## src/rtl/cpu_debug_ctrl.sv

```systemverilog
// Run-control for the CPU core: handles RUN/HALT/STEP/CLEAR commands and drives the CPU halt input.
// It also counts retired instructions and records why the core last stopped.
module cpu_debug_ctrl #(
   parameter int STEP_W       = 8,
   parameter int CNT_W        = 32,
   parameter bit RESET_HALTED = 1'b1
) (
   input  logic              clk,
   input  logic              rst,
   input  logic              dbg_cmd_valid,
   output logic              dbg_cmd_ready,
   input  logic [1:0]        dbg_cmd,
   input  logic [STEP_W-1:0] step_count,
   input  logic              breakpoint_fired,
   input  logic              instruction_retired,
   output logic              halt,
   output logic [1:0]        dbg_state,
   output logic [1:0]        halt_cause,
   output logic              halted_on_bp,
   output logic              dbg_event,
   output logic [CNT_W-1:0]  retired_count
);

   // state    | meaning
   // HALTED   | CPU frozen, commands accepted
   // RUNNING  | CPU free-running until HALT cmd or breakpoint
   // STEPPING | CPU runs until remaining retirements done or breakpoint
   typedef enum logic [1:0] {
      ST_HALTED   = 2'b00,
      ST_RUNNING  = 2'b01,
      ST_STEPPING = 2'b10
   } state_e;

   localparam logic [1:0] CMD_RUN   = 2'b00;
   localparam logic [1:0] CMD_HALT  = 2'b01;
   localparam logic [1:0] CMD_STEP  = 2'b10;
   localparam logic [1:0] CMD_CLEAR = 2'b11;

   localparam logic [1:0] CAUSE_RESET = 2'b00;
   localparam logic [1:0] CAUSE_CMD   = 2'b01;
   localparam logic [1:0] CAUSE_BP    = 2'b10;
   localparam logic [1:0] CAUSE_STEP  = 2'b11;

   localparam state_e RESET_STATE = RESET_HALTED ? ST_HALTED : ST_RUNNING;

   state_e            state_q, state_d;
   logic [1:0]        cause_q, cause_d;
   logic              sticky_q, sticky_d;
   logic              event_q, event_d;
   logic              mask_q, mask_d;
   logic [STEP_W-1:0] remain_q, remain_d;
   logic [CNT_W-1:0]  cnt_q, cnt_d;

   logic cmd_acc, ret, bp, clear;

   assign halt          = (state_q == ST_HALTED);
   assign dbg_cmd_ready = (state_q != ST_STEPPING);
   assign dbg_state     = state_q;
   assign halt_cause    = cause_q;
   assign halted_on_bp  = sticky_q;
   assign dbg_event     = event_q;
   assign retired_count = cnt_q;

   assign cmd_acc = dbg_cmd_valid && dbg_cmd_ready;
   assign ret     = instruction_retired && !halt;
   // The breakpoint flag is still high from the previous stop during the first cycle after resume.
   assign bp      = breakpoint_fired && !halt && !mask_q;

   always_comb begin
      state_d  = state_q;
      cause_d  = cause_q;
      sticky_d = sticky_q;
      remain_d = remain_q;
      clear    = 1'b0;
      unique case (state_q)
         ST_HALTED: begin
            if (cmd_acc) begin
               unique case (dbg_cmd)
                  CMD_RUN:  state_d = ST_RUNNING;
                  CMD_STEP: begin
                     state_d  = ST_STEPPING;
                     remain_d = (step_count == '0) ? STEP_W'(1) : step_count;
                  end
                  CMD_CLEAR: begin
                     clear    = 1'b1;
                     sticky_d = 1'b0;
                     cause_d  = CAUSE_RESET;
                  end
                  default: ;
               endcase
            end
         end
         ST_RUNNING: begin
            if (cmd_acc && dbg_cmd == CMD_CLEAR) begin
               clear    = 1'b1;
               sticky_d = 1'b0;
            end
            if (bp) begin
               state_d  = ST_HALTED;
               cause_d  = CAUSE_BP;
               sticky_d = 1'b1;
            end else if (cmd_acc && dbg_cmd == CMD_HALT) begin
               state_d = ST_HALTED;
               cause_d = CAUSE_CMD;
            end
         end
         ST_STEPPING: begin
            if (bp) begin
               state_d  = ST_HALTED;
               cause_d  = CAUSE_BP;
               sticky_d = 1'b1;
            end else if (ret) begin
               remain_d = remain_q - STEP_W'(1);
               if (remain_q == STEP_W'(1)) begin
                  state_d = ST_HALTED;
                  cause_d = CAUSE_STEP;
               end
            end
         end
         default: state_d = RESET_STATE;
      endcase
   end

   always_comb begin
      cnt_d = cnt_q;
      if (clear) begin
         cnt_d = '0;
      end else if (ret && cnt_q != {CNT_W{1'b1}}) begin
         cnt_d = cnt_q + CNT_W'(1);
      end
   end

   assign event_d = (state_d == ST_HALTED) && (state_q != ST_HALTED);
   assign mask_d  = halt;

   always_ff @(posedge clk or posedge rst) begin
      if (rst) begin
         state_q  <= RESET_STATE;
         cause_q  <= CAUSE_RESET;
         sticky_q <= 1'b0;
         event_q  <= 1'b0;
         mask_q   <= 1'b1;
         remain_q <= '0;
         cnt_q    <= '0;
      end else begin
         state_q  <= state_d;
         cause_q  <= cause_d;
         sticky_q <= sticky_d;
         event_q  <= event_d;
         mask_q   <= mask_d;
         remain_q <= remain_d;
         cnt_q    <= cnt_d;
      end
   end

endmodule
```

## config.mk

```make
export PLATFORM = sky130hd
export DESIGN_NAME = cpu_debug_ctrl
export DESIGN_NICKNAME = d
export VERILOG_FILES = /design/src/rtl/cpu_debug_ctrl.sv
export SDC_FILE = /design/constraint.sdc
export NUM_CORES = 1
export LEC_CHECK = 0
export CAP_MARGIN = 20
export CORE_ASPECT_RATIO = 2
export CORE_MARGIN = 3
export CORE_UTILIZATION = 35
export CTS_BUF_LIST = sky130_fd_sc_hd__clkbuf_16
export DETAILED_ROUTE_END_ITERATION = 6
export GPL_TIMING_DRIVEN = 0
export PLACE_DENSITY_LB_ADDON = 0.15
export RECOVER_POWER = 25
export SLEW_MARGIN = 20
export SYNTH_ARGS = -nofsm -noshare
export SYNTH_HDL_FRONTEND = slang
export SYNTH_SLANG_ARGS = --single-unit
export TNS_END_PERCENT = 100
```

## constraint.sdc

```tcl
create_clock -name clk -period 2.7 [get_ports clk]
set_clock_uncertainty 0.2 [all_clocks]
set_input_delay 0.54 -clock clk [delete_from_list [all_inputs] [get_ports clk]]
set_output_delay 0.54 -clock clk [all_outputs]
set_load 0.01 [all_outputs]
```

==> qor.txt <==
Synth Area in Compound Gates - 19.9%
antenna viol nets, final - 0
Hold Vio Cnt, Final - 0
critical path peak fanout - 10
H-tree levels - 2
row count - 45
initial antenna violation count - 0
CTS Hold Bufs - 0
number of global-route vias before repair - 2713
diode count - 0
Reg clk slew, reported paths - 60 ps
hold_ws - 309 ps
fin crit period - 2600 ps
Die Y - 133 um
pre-CTS setup slack - -172 ps
Fmax - 0.385 GHz
syn_nets - 336
final instance count without filler cells - 471
post-synthesis sequential area ratio - 41.5%
DRC viols - 0
CTS sink count - 47
flop-to-flop setup slack - 150 ps
GRT Util Overall - 17.3%
routed vias/inst - 5.70
hpwl dp - 5910 um
largest family of logic cells by synthesized area - simple AND/OR/NAND/NOR gates
share of cells above drive strength 1 - 12.2%
highest routed metal layer - met4
Netlist cell types - 61
footprint of the multi-input gates - 1620 um^2
first-pass GRT wire length - 13100 um
final count of pins violating max slew - 0
Fillers - 766
Mapped Avg Cell Area - 9.05 um^2
placed cell area - 3520 um^2
slowest stage cell, crit path - clkdlybuf4s50_1
later-pin clock latency in the skew report - 290 ps
area grow syn2layout - 31.9%
ys async rst share - 100%
adder-cell share of the synthesized area - 3.08%
warnings from Yosys - 0
IO Count - 55
cells after synthesis - 314
slowest cell delay on critical path - 480 ps
RSZ-0062 raised after global routing - no
CTS Root Cell - clkbuf_16
most frequent cells in the layout - clkdlybuf4s50_1, dfrtp_1, a21oi_1
GRT overflow - 0
met2 WL - 4430 um
Register Area - 1180 um^2
Mapped Area - 2840 um^2
ys flop type - dfrtp_1
Routed WL - 7810 um
post-layout power - 2.66 mW
total CTS buffers - 5
fin nets - 398
Critical Path RT - 1960 ps
Largest delay share family, worst path - buffers and inverters
Hold WC Path Type - register to register
Arrival @ worst endpoint - 1860 ps
final period utilization - 96.2%
met3 wire length - 297 um
status - finished clean
PD cells - 710 nW/um^2
placed instance count - 463
register bit count reported by yosys - 47
Slew @ Worst Pin - 818 ps
wire per inst - 16.6 um
cell leakage power - 1.47 nW
CTS tree - built
final setup fails - 0
crit path cell chain - inv_1 > ha_4 > buf_4 > inv_2 > clkdlybuf4s50_1
most common cell after layout, fill and taps aside - clkdlybuf4s50_1
Critical path buffers and inverters - 4
largest net degree at the start of global routing - 32
core area - 7770 um^2
wl on met1 - 2910 um
mux cell area share after synthesis - 2.16%
Pre-antenna DRT Iters - 4
Horiz. Die Dim - 69.7 um
Final Cell Area - 3740 um^2
CP Launch Type - register
Synth Area in XOR/XNOR - 1.54%
area of the die - 9300 um^2
worst setup path class - register to output port
worst vdd ir - 0.406 mV
RD Place Congestion - 0.804
Simple-Gate Fraction of Synth Area - 28.1%
Final WS setup - 103 ps
number of synthesized flops with an enable pin - 0
Initial Utilization - 36.6%
worst rel slew slack - 44.7%
vias - 2686
Port Buffers - 54
Initial DRC Count - 142
maxcap violations - 0
Max Root-Sink Buffers - 2
Crit. End Element - output port
[tightest hold or removal path, stage by stage, from the launching register on]
cell and delay, ps:
dfrtp_1 370, nand2_1 50, o21ai_0 60
[repair_timing]
action,4_1_cts,5_1_grt
endpoints found under the setup margin,11,20
pin swaps,2,1
resized for setup,8,8
setup buffers,1,2
[kinds of logic (layout without fill, tap and decap cells)]
logic type | count (synthesis) | count (layout)
buf+inv | 23 | 86
mux | 5 | 5
simple gates | 134 | 134
compound gates | 93 | 93
xor+xnor | 5 | 5
flops | 47 | 47
fa+ha+maj | 7 | 7
[per-stage QoR]
step                util (%)  setup TNS, ps
finish                  48.2              0
detailed placement      45.3          -1010
floorplan                  -              0
global placement        45.0         -10990
global route            48.2              0
CTS                     47.8          -42.2
[power breakdown]
| group | internal [mW] | leakage (nW) | switching (mW) |
|---|---|---|---|
| registers | 0.851 | 0.621 | 0.155 |
| logic | 0.444 | 0.769 | 0.503 |
| clock network | 0.432 | 0.0812 | 0.273 |
| total | 1.73 | 1.47 | 0.932 |
[sequential cells by signal, indices dropped and copies added, names as in the netlist]
signal         cells
retired_count     32
halted_on_bp       1
mask_q             1
halt_cause         2
dbg_event          1
dbg_state          2
remain_q           8
[final timing paths]
kind / cells past startpoint / to / from
worst max register to register: 7 / remain_q[6] / dbg_state[0]
max in group asynchronous: 3 / remain_q[6] / rst
worst min-delay path: 2 / remain_q[1] / remain_q[1]
worst max-delay path: 5 / dbg_cmd_ready / dbg_state[0]
worst min register to register: 2 / remain_q[1] / remain_q[1]
min in group asynchronous: 2 / retired_count[15] / rst
[cell type report]
class | count | area share, %
Tap cell | 94 | 3.14
Timing Repair Buffer | 58 | 15.2
Multi-Input combinational cell | 244 | 43.1
Inverter | 10 | 1.00
Clock buffer | 5 | 3.34
Clock inverter | 3 | 1.04
Buffer | 10 | 1.67
Sequential cell | 47 | 31.5
[layer usage]
layer  up-vias  track usage (%)
li1       1302                -
met1      1308             18.6
met2        65             32.9
met3        11             2.49
met4         0             7.57
met5         -                0
[cell usage after synthesis, types with 4 or more instances]
master | count | area, um^2
or3_1 | 14 | 87.6
a21oi_1 | 33 | 165
xnor2_1 | 4 | 35.0
nand4_1 | 13 | 81.3
dfrtp_1 | 46 | 1150
nand3_1 | 12 | 60.1
o21ai_0 | 28 | 140
nand2b_1 | 5 | 31.3
nor3_1 | 5 | 25.0
nor2_1 | 20 | 75.1
or2_2 | 4 | 25.0
clkbuf_1 | 9 | 33.8
ha_1 | 7 | 87.6
inv_1 | 10 | 37.5
nand2_1 | 23 | 86.3
a31oi_1 | 6 | 37.5
or4_1 | 7 | 52.6
(Power assumes the default switching activity.)
